`config.mk`:
```
export PLATFORM = sky130hd
export DESIGN_NAME = dot_product_ctrl
export DESIGN_NICKNAME = d
export VERILOG_FILES = /design/src/rtl/dot_product_ctrl_pkg.sv /design/src/rtl/dot_acc_unit.sv /design/src/rtl/dot_product_ctrl.sv
export SDC_FILE = /design/constraint.sdc
export NUM_CORES = 1
export LEC_CHECK = 0
export ABC_AREA = 0
export CORE_MARGIN = 4
export CORE_UTILIZATION = 23
export CTS_CLUSTER_DIAMETER = 200
export CTS_CLUSTER_SIZE = 10
export DETAILED_ROUTE_END_ITERATION = 12
export HOLD_SLACK_MARGIN = 0.15
export SYNTH_ARGS = -nofsm -noshare
export SYNTH_HDL_FRONTEND = slang
export SYNTH_SLANG_ARGS = --single-unit
```
`constraint.sdc`:
```
create_clock -name clk_i -period 4.5 [get_ports clk_i]
set_input_delay 0.45 -clock clk_i [delete_from_list [all_inputs] [get_ports clk_i]]
set_output_delay 0.45 -clock clk_i [all_outputs]
set_load 0.02 [all_outputs]
```
`src/rtl/dot_product_ctrl_pkg.sv`:
```
// Shared types and constants for the dot-product controller.
// Holds the FSM state type, datapath latency and datapath output width helper.
package dot_product_ctrl_pkg;

    typedef enum logic [1:0] {
        ST_IDLE   = 2'd0,
        ST_RUN    = 2'd1,
        ST_DRAIN  = 2'd2,
        ST_RESULT = 2'd3
    } state_t;

    localparam int DP_LATENCY = 2;

    // Width of the redundant sum/carry words produced by the external datapath.
    function automatic int dp_out_width(input int in0, input int in1, input int arr);
        return in0 + in1 + 2 * ($clog2(((in1 + 2) / 3) * arr) - 1);
    endfunction

endpackage

```
`src/rtl/dot_acc_unit.sv`:
```
// Tracks chunks in flight through the external datapath and accumulates
// the resolved sum/carry words as they emerge.
module dot_acc_unit
    import dot_product_ctrl_pkg::*;
#(
    parameter int DP_OUT_W = 20,
    parameter int ACC_SIZE = 32
) (
    input  logic                clk_i,
    input  logic                rst_i,
    input  logic                i_issue,
    input  logic                i_clear,
    input  logic [DP_OUT_W-1:0] i_dp_sum,
    input  logic [DP_OUT_W-1:0] i_dp_carry,
    output logic [ACC_SIZE-1:0] o_acc,
    output logic                o_acc_en,
    output logic                o_pending
);

    logic [DP_LATENCY-1:0] r_vld;
    logic [ACC_SIZE-1:0]   r_acc;
    logic [DP_OUT_W-1:0]   w_dpWord;
    logic [ACC_SIZE-1:0]   w_dpExt;

    // Collapse the redundant form, then sign-extend into the accumulator width.
    assign w_dpWord  = i_dp_sum + i_dp_carry;
    assign w_dpExt   = {{(ACC_SIZE - DP_OUT_W){w_dpWord[DP_OUT_W-1]}}, w_dpWord};
    assign o_acc_en  = r_vld[DP_LATENCY-1];
    assign o_pending = |r_vld[DP_LATENCY-2:0];
    assign o_acc     = r_acc;

    always_ff @(posedge clk_i) begin
        if (rst_i) begin
            r_vld <= '0;
            r_acc <= '0;
        end else begin
            r_vld <= {r_vld[DP_LATENCY-2:0], i_issue};
            if (i_clear) begin
                r_acc <= '0;
            end else if (o_acc_en) begin
                r_acc <= r_acc + w_dpExt;
            end
        end
    end

endmodule

```
`src/rtl/dot_product_ctrl.sv`:
```
// Job controller: accepts a chunk count, streams chunks to an external
// 2-cycle dot-product datapath, and returns the accumulated result.
module dot_product_ctrl
    import dot_product_ctrl_pkg::*;
#(
    parameter  int IN_SIZE_0  = 4,
    parameter  int IN_SIZE_1  = 8,
    parameter  int ARRAY_SIZE = 8,
    parameter  int MAX_CHUNKS = 256,
    parameter  int ACC_SIZE   = 32,
    localparam int DP_OUT_W   = dp_out_width(IN_SIZE_0, IN_SIZE_1, ARRAY_SIZE),
    localparam int LEN_W      = $clog2(MAX_CHUNKS) + 1
) (
    input  logic                                  clk_i,
    input  logic                                  rst_i,
    input  logic                                  cfg_valid_i,
    output logic                                  cfg_ready_o,
    input  logic [LEN_W-1:0]                      cfg_len_i,
    input  logic                                  in_valid_i,
    output logic                                  in_ready_o,
    input  logic [ARRAY_SIZE-1:0][IN_SIZE_0-1:0]  in_0_i,
    input  logic [ARRAY_SIZE-1:0][IN_SIZE_1-1:0]  in_1_i,
    output logic [ARRAY_SIZE-1:0][IN_SIZE_0-1:0]  dp_in_0_o,
    output logic [ARRAY_SIZE-1:0][IN_SIZE_1-1:0]  dp_in_1_o,
    input  logic [DP_OUT_W-1:0]                   dp_sum_i,
    input  logic [DP_OUT_W-1:0]                   dp_carry_i,
    output logic                                  res_valid_o,
    input  logic                                  res_ready_i,
    output logic [ACC_SIZE-1:0]                   res_data_o,
    output logic                                  busy_o
);

    state_t             r_state;
    logic [LEN_W-1:0]   r_remaining;
    logic               w_cfgFire;
    logic               w_inFire;
    logic [LEN_W-1:0]   w_lenClamped;
    logic               w_accEn;
    logic               w_pending;
    logic [ACC_SIZE-1:0] w_acc;

    assign w_cfgFire    = cfg_valid_i && (r_state == ST_IDLE);
    assign w_inFire     = in_valid_i && (r_state == ST_RUN);
    assign w_lenClamped = (cfg_len_i > LEN_W'(MAX_CHUNKS)) ? LEN_W'(MAX_CHUNKS) : cfg_len_i;

    assign cfg_ready_o  = (r_state == ST_IDLE);
    assign in_ready_o   = (r_state == ST_RUN);
    assign res_valid_o  = (r_state == ST_RESULT);
    assign busy_o       = (r_state != ST_IDLE);
    assign res_data_o   = w_acc;

    // Operands only reach the datapath on an accepted chunk.
    assign dp_in_0_o    = w_inFire ? in_0_i : '0;
    assign dp_in_1_o    = w_inFire ? in_1_i : '0;

    always_ff @(posedge clk_i) begin
        if (rst_i) begin
            r_state     <= ST_IDLE;
            r_remaining <= '0;
        end else begin
            case (r_state)
                ST_IDLE: begin
                    if (w_cfgFire) begin
                        r_remaining <= w_lenClamped;
                        r_state     <= (w_lenClamped == '0) ? ST_RESULT : ST_RUN;
                    end
                end
                ST_RUN: begin
                    if (w_inFire) begin
                        r_remaining <= r_remaining - LEN_W'(1);
                        if (r_remaining == LEN_W'(1)) begin
                            r_state <= ST_DRAIN;
                        end
                    end
                end
                // Leave once the last in-flight result is being captured.
                ST_DRAIN: begin
                    if (w_accEn && !w_pending) begin
                        r_state <= ST_RESULT;
                    end
                end
                ST_RESULT: begin
                    if (res_ready_i) begin
                        r_state <= ST_IDLE;
                    end
                end
                default: r_state <= ST_IDLE;
            endcase
        end
    end

    dot_acc_unit #(
        .DP_OUT_W (DP_OUT_W),
        .ACC_SIZE (ACC_SIZE)
    ) u_acc (
        .clk_i      (clk_i),
        .rst_i      (rst_i),
        .i_issue    (w_inFire),
        .i_clear    (w_cfgFire),
        .i_dp_sum   (dp_sum_i),
        .i_dp_carry (dp_carry_i),
        .o_acc      (w_acc),
        .o_acc_en   (w_accEn),
        .o_pending  (w_pending)
    );

endmodule

```
==> flow_metrics.env <==
export IMPL_synth_compound_gate_area_share_pct=23.66
export IMPL_insertion_delay_ps=290
export IMPL_drc=0
export IMPL_tns_ps=0
export IMPL_clock_skew_ps=9.496
export IMPL_synth_xor_area_share_pct=7.627
export IMPL_yosys_most_used_dff="dfxtp_1"
export IMPL_hold_viol=0
export IMPL_dr_pass1_iters=4
export IMPL_status="finished, final reports clean"
export IMPL_cts_sinks=45
export IMPL_clk_pin_slew_ps=70
export IMPL_cts_path_max_buffers=2
export IMPL_drive_gt1_share_pct=16.35
export IMPL_dp_cells=1315
export IMPL_wirelength_mm=21.51
export IMPL_tightestPinTransition_ps=718.4
export IMPL_netlist_instances=682
export IMPL_grt_pass1_wl_mm=33.49
export IMPL_cap_violations=0
export IMPL_ant_nets=0
export IMPL_dpl_hpwl_mm=17.22
export IMPL_dieArea_um2=24930
export IMPL_syn_num_nets=895
export IMPL_start_util_pct=23.53
export IMPL_fin_cells=1333
export IMPL_final_core_util_pct=43.16
export IMPL_fp_dieH_um=157.9
export IMPL_pre_cts_ws_ps=-621.5
export IMPL_synth_area_leaders="dfxtp_1, ha_1, and3_1"
export IMPL_worst_setup_path_start_kind="input pin"
export IMPL_finalCriticalPeriod_ps=4293
export IMPL_wl_per_cell_um=16.14
export IMPL_final_net_count=1265
export IMPL_synthMuxAreaShare_pct=3.874
export IMPL_setup_viol=0
export IMPL_yosysTopAreaCell="dfxtp_1"
export IMPL_synth_seq_area_share_pct=17.43
export IMPL_drt_initial_drc_count=273
export IMPL_fp_row_count=54
export IMPL_area_growth_pct=83.39
export IMPL_yosys_warnings=0
export IMPL_critical_path_max_fanout=4
export IMPL_vias_per_cell=4.766
export IMPL_die_w_um=157.9
export IMPL_cts_tree="done"
export IMPL_p_leak_uw=0.004387
export IMPL_fin_crit_sh_pct=95.39
export IMPL_netlist_area_leader_share_pct=17.43
export IMPL_max_freq_mhz=233.0
export IMPL_crit_type="input pin to register"
export IMPL_crit_arrival_ps=4460
export IMPL_syn_avg_cell_area_um2=7.577
export IMPL_synth_edf_count=0
export IMPL_mostFrequentLayoutCells="clkdlybuf4s50_1, buf_4, and3_1, ha_1, nor2_1"
export IMPL_ir_drop_mv=0.1166
export IMPL_maxSlewHeadroom_pct=52.11
export IMPL_hold_buffers=0
export IMPL_cts_root_buf="clkbuf_16"
export IMPL_async_reset_ff_share_pct=0
export IMPL_synth_simple_area_share_pct=27.48
export IMPL_fin_ws_ps=207.5
export IMPL_numCtsBuffers=5
export IMPL_layout_commonest_cell="clkdlybuf4s50_1"
export IMPL_hp_class="register to register"
export IMPL_power_density_nw_per_um2=282.9
export IMPL_core_um2=21960
export IMPL_num_vias=6353
export IMPL_grt_max_degree=63
export IMPL_ios=282
export IMPL_antenna_found_initial=4
export IMPL_critPathCaptureType="register"
export IMPL_drv_slew=0
export IMPL_grt_pass1_vias=6274
export IMPL_critPathRequiredTime_ps=4670
export IMPL_syn_area_um2=5167
export IMPL_yosysUniqueCellTypes=61
export IMPL_synth_top_family_by_area="simple AND/OR/NAND/NOR gates"
export IMPL_synth_seq_cells=45
export IMPL_overflow=0
export IMPL_gp_congestion=0.8744
export IMPL_synth_adder_area_share_pct=15.54
export IMPL_h_tree_depth=2
export IMPL_grt_usage_pct=16.43
export IMPL_rsz0062_at_grt="true"
export IMPL_port_buffers=281
registers in the layout, indices dropped and copies added (netlist names):
register     count
u_acc.r_vld      2
u_acc.o_acc     32
r_remaining      9
r_state          2
critical path: stages:
cell and delay, ps:
clkdlybuf4s50_1 410, ha_1 300, o21ai_1 80, o21bai_1 100
o41a_2 430, buf_4 170, a21o_1 180, a21oi_2 150
xnor2_1 140, ha_1 290, and3_1 230, nor2b_1 140
o211ai_2 60, a31oi_1 130, a221o_1 340, a311o_1 400
a41oi_2 190, xor2_1 190, o21ai_1 80
metrics by stage:
step	hold WS, ps	area, um2	power, uW
after floorplan	432.4	5167	1465
after global routing	494.6	9477	2887
after global placement	448.8	9026	2235
after detailed placement	453.8	9026	2239
final	461.5	9477	2681
after CTS	464.2	9325	2672
per-layer routing:
metal	GRT usage (%)	share of wire (%)	vias up	wire, um
li1	-	-	3249	-
met4	2.458	0.97	6	208
met2	28.29	48	123	10350
met5	0	0.20	-	42
met3	3.499	5.3	23	1130
met1	21.57	45	2952	9782
synthesized netlist by cell type, types with 3 or more instances:
library cell  number
a21oi_1           54
clkbuf_1          35
buf_1              3
o21ai_1            5
a211oi_1           9
nor2_1            54
inv_1             20
nor3_1            12
o31a_1             3
or3_1              6
a31oi_1           10
and3_1           101
dfxtp_1           45
xnor2_1           26
nor3b_1            3
o21bai_1           5
a21o_1            32
o211ai_1           4
nor2b_1            5
nand2b_1           7
nor4_1             3
nand3_1           13
ha_1              61
mux2i_1           20
xor2_1            19
a221oi_1           3
nand2_1           40
nand4_1           11
o21ai_0           31
path summary, 6_finish.rpt:
kind / startpoint / to / slack (ps) / cells after the start
max: dp_carry_i[3] / u_acc.o_acc[25] / 210 / 19
min: u_acc.r_vld[0] / u_acc.r_vld[1] / 460 / 1
max reg2reg: u_acc.o_acc[0] / u_acc.o_acc[30] / 1530 / 11
min reg2reg: u_acc.r_vld[0] / u_acc.r_vld[1] / 460 / 1
cell families after synthesis:
family	Yosys count
simple gates	265
mux	20
buf+inv	60
fa+ha+maj	63
xor+xnor	45
flops	45
compound gates	184
timing repair:
action                     4_1_cts  5_1_grt
gates resized for setup         25       26
buffers inserted                 7        3
setup endpoints to repair        9       11
cloned                           0        0
pin swaps                       24       34
power by group:
group          internal, uW  leakage (uW)  switching, uW  total (uW)
clock network           219     0.0000700            168         387
registers               443      0.000365           40.4         484
logic                   876       0.00395            934        1810
final cells by class:
class	instances	area, um2
Clock buffer	7	142.6
Timing Repair Buffer	402	3742
Sequential cell	45	900.9
Multi-Input combinational cell	577	4259
Fill cell	2208	12480
Inverter	21	78.83
Antenna cell	1	2.502
Tap cell	280	350.3
Note: power is estimated with default switching activity, not from simulation.
